File: config.mk
export PLATFORM = sky130hd
export DESIGN_NAME = tile_map_renderer_flat
export DESIGN_NICKNAME = d
export VERILOG_FILES = /design/src/rtl/tile_map_renderer_if.sv /design/src/rtl/tile_map_renderer.sv /design/src/flat_wrapper.sv
export SDC_FILE = /design/constraint.sdc
export NUM_CORES = 1
export LEC_CHECK = 0
export ABC_CLOCK_PERIOD_IN_PS = 1700
export BUFFER_PORTS_ARGS = -buffer_cell sky130_fd_sc_hd__buf_2
export CAP_MARGIN = 20
export CELL_PAD_IN_SITES_DETAIL_PLACEMENT = 0
export CELL_PAD_IN_SITES_GLOBAL_PLACEMENT = 1
export CORE_MARGIN = 4
export CORE_UTILIZATION = 33
export CTS_CLUSTER_SIZE = 25
export DETAILED_ROUTE_END_ITERATION = 6
export PLACE_DENSITY_LB_ADDON = 0.2
export RECOVER_POWER = 25
export REMOVE_ABC_BUFFERS = 1
export SLEW_MARGIN = 15
export SYNTH_ARGS = -nofsm -noshare
export SYNTH_HDL_FRONTEND = slang
export SYNTH_SLANG_ARGS = --single-unit
export TNS_END_PERCENT = 1
File: constraint.sdc
create_clock -name clk -period 1.7 [get_ports clk]
set_input_delay 0.255 -clock clk [delete_from_list [all_inputs] [get_ports clk]]
set_output_delay 0.255 -clock clk [all_outputs]
set_load 0.01 [all_outputs]
File: src/rtl/tile_map_renderer_if.sv
`default_nettype none
// ============================================================================
// Module   : tile_map_renderer_if
// Brief    : Scan-coordinate, tile-lookup and pixel-output bundle of the tile layer.
// Revision : 1.0
// ============================================================================
interface tile_map_renderer_if;
    logic [10:0] pixelX;
    logic [10:0] pixelY;
    logic        pixelValid;
    logic        startOfFrame;
    logic [2:0]  Xnum;
    logic [2:0]  Ynum;
    logic [1:0]  Tile_Type;
    logic        drawingRequest;
    logic [7:0]  RGBout;

    // The renderer is the slave; the scan generator / map / mux side is master.
    modport slave (
        input  pixelX, pixelY, pixelValid, startOfFrame, Tile_Type,
        output Xnum, Ynum, drawingRequest, RGBout
    );

    modport master (
        output pixelX, pixelY, pixelValid, startOfFrame, Tile_Type,
        input  Xnum, Ynum, drawingRequest, RGBout
    );
endinterface
`default_nettype wire

File: src/rtl/tile_map_renderer.sv
`default_nettype none
// ============================================================================
// Module   : tile_map_renderer
// Brief    : Two-stage pipeline mapping scan coordinates to tile indices and tile colour.
// Revision : 1.0
// ============================================================================
module tile_map_renderer #(
    parameter int                 TILE_LOG2    = 5,
    parameter logic signed [10:0] ORIGIN_X     = 11'sd64,
    parameter logic signed [10:0] ORIGIN_Y     = 11'sd112,
    parameter int                 FLASH_FRAMES = 16,
    parameter logic [7:0]         BRICK_RGB    = 8'hE0,
    parameter logic [7:0]         BORDER_RGB   = 8'h60,
    parameter logic [7:0]         SPIKE_RGB    = 8'hFC,
    parameter logic [7:0]         FLASH_RGB    = 8'h1F
) (
    input  logic              clk,
    input  logic              reset,
    tile_map_renderer_if.slave bus
);
    localparam logic [11:0] C_MAP_PIX  = 12'(8 << TILE_LOG2);
    localparam logic [7:0]  C_LAST_CNT = 8'(FLASH_FRAMES - 1);

    logic [11:0]          w_dx, w_dy;
    logic                 w_inside;

    logic [2:0]           xnum_q, xnum_d, ynum_q, ynum_d;
    logic [TILE_LOG2-1:0] offx_q, offx_d, offy_q, offy_d;
    logic                 v1_q, v1_d;
    logic                 req_q, req_d;
    logic [7:0]           rgb_q, rgb_d;
    logic [7:0]           cnt_q, cnt_d;
    logic                 phase_q, phase_d;

    // Sign-extend to 12 bits so negative and far-off coordinates cannot alias into the map.
    assign w_dx     = {bus.pixelX[10], bus.pixelX} - {ORIGIN_X[10], ORIGIN_X};
    assign w_dy     = {bus.pixelY[10], bus.pixelY} - {ORIGIN_Y[10], ORIGIN_Y};
    assign w_inside = bus.pixelValid
                    && !w_dx[11] && (w_dx < C_MAP_PIX)
                    && !w_dy[11] && (w_dy < C_MAP_PIX);

    always_comb begin
        xnum_d = 3'd0;
        ynum_d = 3'd0;
        offx_d = '0;
        offy_d = '0;
        v1_d   = w_inside;
        if (w_inside) begin
            xnum_d = w_dx[TILE_LOG2+2:TILE_LOG2];
            ynum_d = w_dy[TILE_LOG2+2:TILE_LOG2];
            offx_d = w_dx[TILE_LOG2-1:0];
            offy_d = w_dy[TILE_LOG2-1:0];
        end
    end

    always_comb begin
        req_d = 1'b0;
        rgb_d = 8'h00;
        if (v1_q) begin
            case (bus.Tile_Type)
                2'b01: begin
                    req_d = 1'b1;
                    rgb_d = (offx_q == '0 || offy_q == '0) ? BORDER_RGB : BRICK_RGB;
                end
                2'b10: begin
                    req_d = 1'b1;
                    rgb_d = SPIKE_RGB;
                end
                2'b11: begin
                    req_d = phase_q;
                    rgb_d = phase_q ? FLASH_RGB : 8'h00;
                end
                default: begin
                    req_d = 1'b0;
                    rgb_d = 8'h00;
                end
            endcase
        end
    end

    always_comb begin
        cnt_d   = cnt_q;
        phase_d = phase_q;
        if (bus.startOfFrame) begin
            if (cnt_q == C_LAST_CNT) begin
                cnt_d   = 8'd0;
                phase_d = ~phase_q;
            end else begin
                cnt_d = cnt_q + 8'd1;
            end
        end
    end

    always_ff @(posedge clk) begin
        if (reset) begin
            xnum_q  <= 3'd0;
            ynum_q  <= 3'd0;
            offx_q  <= '0;
            offy_q  <= '0;
            v1_q    <= 1'b0;
            req_q   <= 1'b0;
            rgb_q   <= 8'h00;
            cnt_q   <= 8'd0;
            phase_q <= 1'b0;
        end else begin
            xnum_q  <= xnum_d;
            ynum_q  <= ynum_d;
            offx_q  <= offx_d;
            offy_q  <= offy_d;
            v1_q    <= v1_d;
            req_q   <= req_d;
            rgb_q   <= rgb_d;
            cnt_q   <= cnt_d;
            phase_q <= phase_d;
        end
    end

    assign bus.Xnum           = xnum_q;
    assign bus.Ynum           = ynum_q;
    assign bus.drawingRequest = req_q;
    assign bus.RGBout         = rgb_q;
endmodule
`default_nettype wire

File: src/flat_wrapper.sv
// flat-port wrapper written by rule: the top's interface ports become plain ports
module tile_map_renderer_flat 
#(
    parameter int                 TILE_LOG2    = 5,
    parameter logic signed [10:0] ORIGIN_X     = 11'sd64,
    parameter logic signed [10:0] ORIGIN_Y     = 11'sd112,
    parameter int                 FLASH_FRAMES = 16,
    parameter logic [7:0]         BRICK_RGB    = 8'hE0,
    parameter logic [7:0]         BORDER_RGB   = 8'h60,
    parameter logic [7:0]         SPIKE_RGB    = 8'hFC,
    parameter logic [7:0]         FLASH_RGB    = 8'h1F
)
  (clk, reset, bus_pixelX, bus_pixelY, bus_pixelValid, bus_startOfFrame, bus_Tile_Type, bus_Xnum, bus_Ynum, bus_drawingRequest, bus_RGBout);
  tile_map_renderer_if bus_i ();
  input  logic clk;
  input  logic reset;
  input wire logic [$bits(bus_i.pixelX)-1:0] bus_pixelX;
  input wire logic [$bits(bus_i.pixelY)-1:0] bus_pixelY;
  input wire logic [$bits(bus_i.pixelValid)-1:0] bus_pixelValid;
  input wire logic [$bits(bus_i.startOfFrame)-1:0] bus_startOfFrame;
  input wire logic [$bits(bus_i.Tile_Type)-1:0] bus_Tile_Type;
  output wire logic [$bits(bus_i.Xnum)-1:0] bus_Xnum;
  output wire logic [$bits(bus_i.Ynum)-1:0] bus_Ynum;
  output wire logic [$bits(bus_i.drawingRequest)-1:0] bus_drawingRequest;
  output wire logic [$bits(bus_i.RGBout)-1:0] bus_RGBout;
  assign bus_i.pixelX = bus_pixelX;
  assign bus_i.pixelY = bus_pixelY;
  assign bus_i.pixelValid = bus_pixelValid;
  assign bus_i.startOfFrame = bus_startOfFrame;
  assign bus_i.Tile_Type = bus_Tile_Type;
  assign bus_Xnum = bus_i.Xnum;
  assign bus_Ynum = bus_i.Ynum;
  assign bus_drawingRequest = bus_i.drawingRequest;
  assign bus_RGBout = bus_i.RGBout;
  tile_map_renderer #(.TILE_LOG2(TILE_LOG2), .ORIGIN_X(ORIGIN_X), .ORIGIN_Y(ORIGIN_Y), .FLASH_FRAMES(FLASH_FRAMES), .BRICK_RGB(BRICK_RGB), .BORDER_RGB(BORDER_RGB), .SPIKE_RGB(SPIKE_RGB), .FLASH_RGB(FLASH_RGB)) u_core (.clk(clk), .reset(reset), .bus(bus_i));
endmodule
==> results by group <==
Timing
  – Transition at the pin with the smallest max-transition slack: 0.389 ns
  – Fin crit share: 91.0%
  – Least setup slack across all paths after layout: 0.153 ns
  – Fmax: 0.646 GHz
  – RSZ-0062 raised after global routing: no
  – Setup-violating endpoint count in the final report: 0
  – Clock tree skew after final layout: 0.00175 ns
  – Number of max-slew violations in the final report: 0
  – Final Hold Vio Count: 0
  – Headroom to the max-slew limit: 73.7%
  – Final worst path period need: 1.55 ns

Placed design
  – Pre-CTS worst setup slack: -0.141 ns
  – Post-detailed-placement cell area: ~0.0015 mm²
  – Final HPWL from detailed placement: 1930 µm
  – Count of input and output buffers: between 40 and 50
  – Final weighted congestion in routability-driven placement: roughly 0.75

Clock tree
  – Post-CTS clock slew at the launch and capture registers of the worst setup and hold paths: around 0.06 ns
  – Number of sinks driven by the clock tree: 31
  – Post-CTS setup buffer count: 0
  – Cts-stage hold buffer count: 0
  – Total clock buffers created by CTS: 5
  – Buffer levels on the longest clock path: 2
  – Post-cts sizing count: 0
  – Clock tree from TritonCTS: built
  – Clock root buffer: sky130_fd_sc_hd__clkbuf_8
  – Number of H-tree levels: 2
  – Clock insertion delay at the later pin of the skew report: approximately 0.27 ns

Global route
  – Final global-route overflow total: 0
  – GR Layer Usage met3: under 10%
  – Global Route met1 Usage: 11.1%
  – Number of global-route vias before repair: about 990
  – GR peak layer: met2
  – Met2 track demand over resource in global routing: approximately 17%
  – Antenna violations before repair: 0
  – Maximum number of pins on one net before global-route repair: 12
  – Wire length of the first global-routing pass: 3910 µm
  – All-Layer GR Usage: approximately a tenth

Synthesis
  – Average instance area after synthesis: 10.1 µm²
  – Synthesized cell area: 0.00126 mm²
  – Sequential-to-total area share from yosys stat: 49.2%
  – Synthesis-stage register bit count: 31
  – Gate count after technology mapping: about 130
  – Number of synthesis warnings: 0
  – Distinct cell type count after synthesis: 33

Power
  – Power density over cell area: 888 mW/mm²
  – Standby leakage power: 0.000754 µW
  – P_sw: 293 µW
  – P_int: roughly 1200 µW
  – Power after layout: about 1500 µW
  – IR drop worst, VDD: 0.000354 V
  – Combinational cell fraction of total power: approximately 7.3%
  – Sw Ratio: 20.2%
  – Sequential group share of total power: 50.9%
  – Clock share of power: a little over two fifths

Flow run
  – Total of max-cap violations: 0

Setup path
  – Worst reg2reg path startpoint: u_core.cnt_q[0]$_SDFFE_PP0P_
  – Master of the slowest instance on the critical path: sky130_fd_sc_hd__or4b_4
  – Critical path class: primary input to register
  – Max incr delay on CP: 0.49 ns
  – Critical-path maximum fanout: 11
  – Arrival time worst endpoint: 1.76 ns
  – Category of the worst setup path launch point: primary input
  – Capturing element type of the critical path: register
  – Setup crit start: bus_pixelY[4]
  – Cell family contributing the most delay on the critical path: simple AND/OR/NAND/NOR gates
  – Cell chain of the critical path: buf_2 -> ha_1 -> and2_4 -> or4b_4 -> a211oi_2 -> buf_4 -> nor2b_1
  – Required time of the critical path: between 1.5 and 2 ns
  – Buf+Inv Stages, Crit Path: 2

Route
  – Number of nets with antenna violations after routing: 0
  – Count of unresolved DRC violations after routing: 0
  – Aggregate routed wire length: 2320 µm
  – DRC violation total after the first TritonRoute iteration: 16
  – Routed via count divided by cell count: 4.52
  – Vias: 1012
  – DR pass1 iterations: 3
  – Average wire per standard cell: 10.4 µm

Finish
  – Register cell area after layout: approximately 620 µm²
  – Area growth syn-to-layout: 29.4%
  – Net count, final: approximately 210
  – Number of antenna repair diodes: 0
  – Area of combinational cells with multiple inputs: 581 µm²
  – Cell area after layout: 0.00163 mm²
  – Count of filler cells inserted in the layout: ~390
  – Share of post-route cells with drive strength above 1: 30.1%
  – Leading cell types in the layout, fill and taps excluded: 35 x sky130_fd_sc_hd__buf_2, 31 x sky130_fd_sc_hd__dfxtp_1, 11 x sky130_fd_sc_hd__nor2_1, 11 x sky130_fd_sc_hd__and2_1, 8 x sky130_fd_sc_hd__clkbuf_1
  – Most common cell after layout, fill and taps aside: sky130_fd_sc_hd__buf_2

Floorplan
  – I/O pins: 43
  – Area of the die: 0.00488 mm²
  – Standard cell core area: roughly 0.0037 mm²
  – Floorplan die width: about 70 µm
  – Initial standard-cell utilization of the core: 34.2%
  – Number of rows in the core area: 22
  – Overall die height: between 60 and 70 µm

Min path
  – Startpoint of the tightest hold check path: bus_pixelY[3]
  – Hold/Removal Path Class: primary input to register

Status
  – Run status: finished, final reports clean
## kinds of logic after synthesis
kind of cell    Yosys count  share of synthesized area (%)
simple gates             51                           23.5
compound gates           14                           8.03
xor+xnor                 10                           6.94
fa+ha+maj                 6                           5.95
buf+inv                  11                           4.86
flops                    31                           49.2
mux                       2                           1.59
## layer usage
layer / share of wire, % / vias to the layer above
met4: 0.78 / 0
met5: 0 / -
met1: 43 / 455
met3: 7.7 / 2
met2: 48 / 34
li1: - / 521
## layout make-up
cell class                      instances  share of cell area, %
Sequential cell                        31                   38.0
Multi-Input combinational cell         83                   35.5
Inverter                                5                   1.15
Clock buffer                            8                   6.13
Tap cell                               48                   3.68
Timing Repair Buffer                   49                   15.5
## synthesized netlist by cell type
cell                        number  area [µm²]
sky130_fd_sc_hd__dfxtp_1        31         621
sky130_fd_sc_hd__and2_1         11        68.8
sky130_fd_sc_hd__nor2_1         11        41.3
sky130_fd_sc_hd__nand2_1         7        26.3
sky130_fd_sc_hd__ha_1            6        75.1
sky130_fd_sc_hd__xnor2_1         6        52.6
sky130_fd_sc_hd__buf_4           5        37.5
sky130_fd_sc_hd__inv_1           5        18.8
sky130_fd_sc_hd__a21oi_1         4        20.0
sky130_fd_sc_hd__nor3_1          4        20.0
sky130_fd_sc_hd__xor2_1          4        35.0
sky130_fd_sc_hd__and4_1          3        26.3
sky130_fd_sc_hd__or3_1           3        18.8
sky130_fd_sc_hd__mux2i_1         2        20.0
sky130_fd_sc_hd__nand4_1         2        12.5
sky130_fd_sc_hd__nor2b_1         2        12.5
sky130_fd_sc_hd__o21ai_0         2        10.0
sky130_fd_sc_hd__o311a_1         2        20.0
sky130_fd_sc_hd__a2111oi_0       1        8.76
sky130_fd_sc_hd__a211oi_1        1        7.51
sky130_fd_sc_hd__a211oi_2        1        12.5
sky130_fd_sc_hd__a31oi_1         1        6.26
sky130_fd_sc_hd__and2_4          1        8.76
sky130_fd_sc_hd__buf_2           1        5.00
sky130_fd_sc_hd__nand2b_1        1        6.26
sky130_fd_sc_hd__nand3_1         1        5.00
sky130_fd_sc_hd__nor3b_1         1        7.51
sky130_fd_sc_hd__nor4b_2         1        15.0
sky130_fd_sc_hd__o21a_1          1        7.51
sky130_fd_sc_hd__o311ai_1        1        8.76
sky130_fd_sc_hd__or2_1           1        6.26
sky130_fd_sc_hd__or4_1           1        7.51
sky130_fd_sc_hd__or4b_4          1        13.8
## state kept, by name (all words and copies together) (netlist names)
| signal | flops |
|---|---|
| u_core.offy_q | 5 |
| u_core.bus.Xnum | 3 |
| u_core.bus.drawingRequest | 1 |
| u_core.bus.RGBout | 4 |
| u_core.phase_q | 1 |
| u_core.cnt_q | 8 |
| u_core.bus.Ynum | 3 |
| u_core.v1_q | 1 |
| u_core.offx_q | 5 |
## per-stage QoR
stage / std cells / utilization (%) / setup TNS (ns) / hold slack, ns
after global placement: 216 / 41.8 / -1.06 / 0.456
final: 224 / 44.3 / 0 / 0.186
after floorplan: 119 / - / -0.671 / 0.324
after CTS: 224 / 44.5 / 0 / 0.177
after detailed placement: 216 / 41.8 / -1.43 / 0.460
after global routing: 224 / 44.3 / 0 / 0.182
## path summary, 6_finish.rpt
kind / cells past startpoint / slack (ns) / to
max reg2reg: 5 / 0.34 / u_core.cnt_q[5]$_SDFFE_PP0P_
min reg2reg: 2 / 0.50 / u_core.bus.RGBout[1]$_SDFF_PP0_
min: 2 / 0.19 / u_core.offy_q[3]$_SDFF_PP0_
max: 7 / 0.15 / u_core.bus.Xnum[2]$_SDFF_PP0_
## power groups by stage
stage,sequential [µW],clock [µW],combinational [µW]
finish,738,607,106
global route,738,657,122
CTS,738,627,109
detailed placement,753,0,108
global placement,753,0,107
floorplan,753,0,46.7
Note: power is estimated with default switching activity, not from simulation.
